<file path="src/rtl/ps2_scan_rx.sv">
// PS/2 keyboard receiver: pin sync, 11-bit frame deserialiser, F0/E0 prefix tracking.
// Optional odd-parity checking is enabled with `define PS2_PARITY_CHECK_EN.
module ps2_scan_rx #(
    parameter int         TIMEOUT_CYC  = 50000,
    parameter logic [7:0] RELEASE_CODE = 8'h70
) (
    input  logic       CLK_50M,
    input  logic       RST_N,
    input  logic       PS2_CLK,
    input  logic       PS2_DATA,
    output logic [7:0] KEY,
    output logic       KEY_EXT,
    output logic       KEY_VALID,
    output logic       FRAME_ERR
);

    localparam int WDW = $clog2(TIMEOUT_CYC);
    localparam logic [WDW-1:0] WD_LIM = WDW'(TIMEOUT_CYC - 1);

    typedef enum logic [1:0] {
        IDLE,
        DATA,
        PARITY,
        STOP
    } state_t;

    state_t         state, state_n;
    logic           clk_s1, clk_s2, clk_s3;
    logic           dat_s1, dat_s2;
    logic           fall;
    logic [2:0]     cnt, cnt_n;
    logic [7:0]     sh, sh_n;
    logic           par, par_n;
    logic [WDW-1:0] wd, wd_n;
    logic           ok, ok_n;
    logic           bad, bad_n;
    logic           abort, abort_n;
    logic           par_ok;
    logic           brk, ext;

    always_ff @(posedge CLK_50M or negedge RST_N) begin
        if (!RST_N) begin
            clk_s1 <= 1'b1;
            clk_s2 <= 1'b1;
            clk_s3 <= 1'b1;
            dat_s1 <= 1'b1;
            dat_s2 <= 1'b1;
        end else begin
            clk_s1 <= PS2_CLK;
            clk_s2 <= clk_s1;
            clk_s3 <= clk_s2;
            dat_s1 <= PS2_DATA;
            dat_s2 <= dat_s1;
        end
    end

    assign fall = clk_s3 & ~clk_s2;

`ifdef PS2_PARITY_CHECK_EN
    assign par_ok = ^{par, sh};
`else
    assign par_ok = 1'b1;
`endif

    always_ff @(posedge CLK_50M or negedge RST_N) begin
        if (!RST_N) begin
            state <= IDLE;
            cnt   <= '0;
            sh    <= '0;
            par   <= 1'b0;
            wd    <= '0;
            ok    <= 1'b0;
            bad   <= 1'b0;
            abort <= 1'b0;
        end else begin
            state <= state_n;
            cnt   <= cnt_n;
            sh    <= sh_n;
            par   <= par_n;
            wd    <= wd_n;
            ok    <= ok_n;
            bad   <= bad_n;
            abort <= abort_n;
        end
    end

    always_comb begin
        state_n = state;
        cnt_n   = cnt;
        sh_n    = sh;
        par_n   = par;
        wd_n    = (state == IDLE) ? '0 : wd + 1'b1;
        ok_n    = 1'b0;
        bad_n   = 1'b0;
        abort_n = 1'b0;
        unique case (state)
            IDLE: begin
                if (fall && !dat_s2) begin
                    state_n = DATA;
                    cnt_n   = '0;
                end
            end
            DATA: begin
                if (fall) begin
                    sh_n  = {dat_s2, sh[7:1]};
                    cnt_n = cnt + 3'd1;
                    if (cnt == 3'd7)
                        state_n = PARITY;
                end
            end
            PARITY: begin
                if (fall) begin
                    par_n   = dat_s2;
                    state_n = STOP;
                end
            end
            STOP: begin
                if (fall) begin
                    state_n = IDLE;
                    ok_n    = dat_s2 & par_ok;
                    bad_n   = ~(dat_s2 & par_ok);
                end
            end
        endcase
        // A falling edge in the expiry cycle keeps the frame alive
        if (fall) begin
            wd_n = '0;
        end else if (state != IDLE && wd == WD_LIM) begin
            state_n = IDLE;
            wd_n    = '0;
            bad_n   = 1'b1;
            abort_n = 1'b1;
        end
    end

    always_ff @(posedge CLK_50M or negedge RST_N) begin
        if (!RST_N) begin
            KEY       <= RELEASE_CODE;
            KEY_EXT   <= 1'b0;
            KEY_VALID <= 1'b0;
            FRAME_ERR <= 1'b0;
            brk       <= 1'b0;
            ext       <= 1'b0;
        end else begin
            KEY_VALID <= 1'b0;
            FRAME_ERR <= 1'b0;
            if (abort) begin
                FRAME_ERR <= 1'b1;
                brk       <= 1'b0;
                ext       <= 1'b0;
            end else if (bad) begin
                FRAME_ERR <= 1'b1;
            end else if (ok) begin
                if (sh == 8'hE0) begin
                    ext <= 1'b1;
                end else if (sh == 8'hF0) begin
                    brk <= 1'b1;
                end else if (brk) begin
                    KEY       <= RELEASE_CODE;
                    KEY_EXT   <= 1'b0;
                    KEY_VALID <= 1'b1;
                    brk       <= 1'b0;
                    ext       <= 1'b0;
                end else begin
                    KEY       <= sh;
                    KEY_EXT   <= ext;
                    KEY_VALID <= 1'b1;
                    ext       <= 1'b0;
                end
            end
        end
    end

endmodule
</file>
<file path="config.mk">
export PLATFORM = sky130hd
export DESIGN_NAME = ps2_scan_rx
export DESIGN_NICKNAME = d
export VERILOG_FILES = /design/src/rtl/ps2_scan_rx.sv
export SDC_FILE = /design/constraint.sdc
export NUM_CORES = 1
export LEC_CHECK = 0
export BUFFER_PORTS_ARGS = -buffer_cell sky130_fd_sc_hd__buf_2
export CAP_MARGIN = 10
export CORE_UTILIZATION = 60
export CTS_BUF_LIST = sky130_fd_sc_hd__clkbuf_8 sky130_fd_sc_hd__clkbuf_16
export CTS_CLUSTER_DIAMETER = 150
export CTS_CLUSTER_SIZE = 24
export DETAILED_ROUTE_END_ITERATION = 12
export PLACE_DENSITY = 0.87
export SLEW_MARGIN = 0
export SYNTH_ARGS = -nofsm -noshare
export SYNTH_HDL_FRONTEND = slang
export SYNTH_SLANG_ARGS = --single-unit
</file>
<file path="constraint.sdc">
create_clock -name CLK_50M -period 2.5 [get_ports CLK_50M]
set_input_delay 0.25 -clock CLK_50M [delete_from_list [all_inputs] [get_ports CLK_50M]]
set_output_delay 0.25 -clock CLK_50M [all_outputs]
set_load 0.02 [all_outputs]
</file>
==> summary.md <==
| Metric | Value |
|---|---|
| Outcome | `finished clean` |
| Synth Warn # | `0` |
| IO buf count | `14` |
| Worst Setup End Kind | `flop` |
| H-tree depth | `2` |
| Ant diodes | `0` |
| Via/cell ratio | `5.54` |
| Detail Route Antenna Nets | `0` |
| Clk Latency, worst-skew pair | `0.30 ns` |
| Most common cell after layout, fill and taps aside | `dfrtp_1` |
| Post-synth top area cell | `dfrtp_1` |
| Worst-path cell chain | `nor2b_1, nand2_1, nor2_1, buf_4, mux2_2` |
| Residual DRC | `0` |
| Synth unique cells | `33` |
| Worst path max stage delay | `0.54 ns` |
| Critical path's slowest cell | `dfstp_2` |
| Max Slew Vio Count | `0` |
| Yosys top cell area share | `0.492` |
| CTS Buffer Depth | `2` |
| Setup violations, final | `0` |
| Final net count | `219` |
| Wire per inst | `13.4 um` |
| Total die area | `3800 sq um` |
| Internal power | `1.51 mW` |
| Critical path launch point | `clk_s3` |
| Post-Synth Simple-Gate Area | `0.195` |
| Largest family of logic cells by synthesized area | `simple AND/OR/NAND/NOR gates` |
| P&R area growth vs syn | `11.4%` |
| Most frequent cells in the layout | `dfrtp_1, nor2_1, nand2_1, buf_2, xnor2_1` |
| Sequential power share | `0.531` |
| Final instance area | `2380 sq um` |
| DP HPWL | `2410 um` |
| Max IR drop VDD | `546 uV` |
| Sw power | `646 uW` |
| Adder-cell share of the synthesized area | `0.0176` |
| Max Clock Freq | `538 MHz` |
| Number of antenna violations at the first check in global routing | `0` |
| Root Driver | `clkbuf_8` |
| Worst Min Path Start | `PS2_CLK` |
| Slew of the pin with the lowest slew margin | `0.581 ns` |
| Post-layout minimum cycle time | `1.86 ns` |
| Via Count | `1436` |
| Synthesized area | `2130 sq um` |
| Logic pwr share | `0.215` |
| Post-CTS resize count | `0` |
| GP Congestion | `0.838` |
| Setup Crit Path Kind | `flop to flop` |
| CTS tree | `yes` |
| Syn Inst Count | `191` |
| Crit Reg-Reg Startpoint | `clk_s3` |
| Clock Power Share | `0.254` |
| Compound-Gate Fraction of Synth Area | `0.0645` |
| Final core utilization | `0.707` |
| Worst EP required | `2.69 ns` |
| CTS buffer count | `5` |
| Sw Share | `0.299` |
| Multi-input logic area | `815 sq um` |
| Clock Skews | `0.00711 ns` |
| Die Span X | `61.6 um` |
| First-pass GRT wire length | `6070 um` |
| Max_slew headroom | `0.613` |
| Total wire length | `3470 um` |
| CTS clk-pin slew, worst paths | `0.08 ns` |
| FILL cells | `259` |
| CTS Sinks | `50` |
| Starting Density | `0.635` |
| Syn nets | `198` |
| MaxCap Viol Count | `0` |
| Synthesis-stage register bit count | `50` |
| Top post-synthesis cells by area | `dfrtp_1, dfstp_2, xnor2_1` |
| Final period utilization | `0.743` |
| Register area | `1260 sq um` |
| All-Layer GR Usage | `0.223` |
| Share of layout cells above drive strength 1 | `0.211` |
| Type of the most critical hold path | `input port to flop` |
| Post-Synth XOR/XNOR Area | `0.0574` |
| Worst Path Buf+Inv | `1` |
| Setup TNS | `0 ns` |
| Initial DRT Pass Iterations | `4` |
| Leak pwr | `1.09 nW` |
| Die height | `61.6 um` |
| Core area | `3360 sq um` |
| Crit Path Max Fanout | `8` |
| Vias in the first global route | `1412` |
| RSZ-0062 raised after global routing | `false` |
| DRT iter0 DRCs | `50` |
| Worst Path Arrival | `2.04 ns` |
| Placed cell area | `2260 sq um` |
| Largest net degree at the start of global routing | `28` |
| Power Density | `908 nW/um^2` |
| Sequential share of the synthesized area | `0.591` |
| Startpoint types | `flop` |
| I/O pins | `15` |
| FP Rows | `21` |
| Final hold violations | `0` |
| Avg Synthesized Cell Area | `11.2 sq um` |
| Mux cell area share after synthesis | `0.0475` |
| Total gr overflow | `0` |
| Crit-path leading delay family | `simple AND/OR/NAND/NOR gates` |
## final cells by class
| type | instances | share of cell area |
|---|---|---|
| flip-flops and latches | 50 | 0.530 |
| multi-input cells | 128 | 0.342 |
| repair buffers | 18 | 0.0431 |
| clock buffers | 5 | 0.0289 |
| well taps | 46 | 0.0242 |
| clock inverters | 3 | 0.0168 |
| inverters | 9 | 0.0142 |
## registers in the layout (all words and copies together), names as in the netlist, 2 cells and up
signal  cells
wd         16
sh          8
KEY         8
state       2
cnt         3
## stage by stage
step | power, mW | worst slack, ns | std cells | hold WS [ns]
6_report | 2.16 | 0.643 | 259 | 0.0377
5_1_grt | 2.31 | 0.488 | 259 | 0.0250
4_1_cts | 2.18 | 0.667 | 259 | 0.0331
3_5_place_dp | 1.63 | 0.679 | 250 | 0.279
3_3_place_gp | 1.60 | 0.781 | 250 | 0.280
2_1_floorplan | 1.49 | 0.901 | 191 | -0.0456
## synth_stat cells, drive strengths merged
cell	n
xnor2	13
or4b	1
nor2b	2
and2	1
nor4b	1
dfrtp	42
nand2	14
nor2	24
dfstp	8
o211ai	2
xor2	1
mux2	9
and3	2
o32ai	1
or2b	1
buf	4
nor3	7
inv	9
a21oi	4
nor4	4
a22o	2
nand3b	1
or2	1
nand2b	8
nand4	6
ha	3
nand3	6
o21ai	11
o21a	1
nor4bb	2
## routing by layer
layer / track usage / vias to the layer above / part of all wire
met3: 0.0672 / 8 / 0.048
met2: 0.358 / 40 / 0.47
met1: 0.290 / 695 / 0.46
met4: 0.0762 / 0 / 0.018
li1: - / 693 / -
met5: 0 / - / 0
## logic make-up after synthesis
| family | count (synthesis) |
|---|---|
| AO/OA/AOI/OAI | 21 |
| XOR/XNOR | 14 |
| adder cells (fa/ha/maj) | 3 |
| buffers and inverters | 13 |
| flip-flops | 50 |
| multiplexers | 9 |
| AND/OR/NAND/NOR | 81 |
## worst paths after layout
| path | end | slack (ns) | depth (start not counted) |
|---|---|---|---|
| worst max-delay path | sh[7] | 0.64 | 5 |
| worst min-delay path | clk_s1 | 0.04 | 1 |
| worst max register to register | sh[7] | 0.64 | 5 |
| worst min register to register | clk_s2 | 0.36 | 0 |
| max in group asynchronous | KEY[5] | 1.36 | 3 |
| min in group asynchronous | wd[10] | 0.47 | 2 |
## power by group through the flow
stage	clock, mW	combinational [mW]	sequential, mW
5_1_grt	0.589	0.543	1.18
3_3_place_gp	0	0.448	1.15
3_5_place_dp	0	0.470	1.16
2_1_floorplan	0	0.328	1.16
6_report	0.548	0.464	1.15
4_1_cts	0.558	0.471	1.15
## what timing repair did
action                                  CTS  global route
buffers inserted                          0             0
endpoints found under the hold margin    20             0
hold buffers                              1             0
endpoints found under the setup margin    0             0
Power figures use the tool's default switching activity.
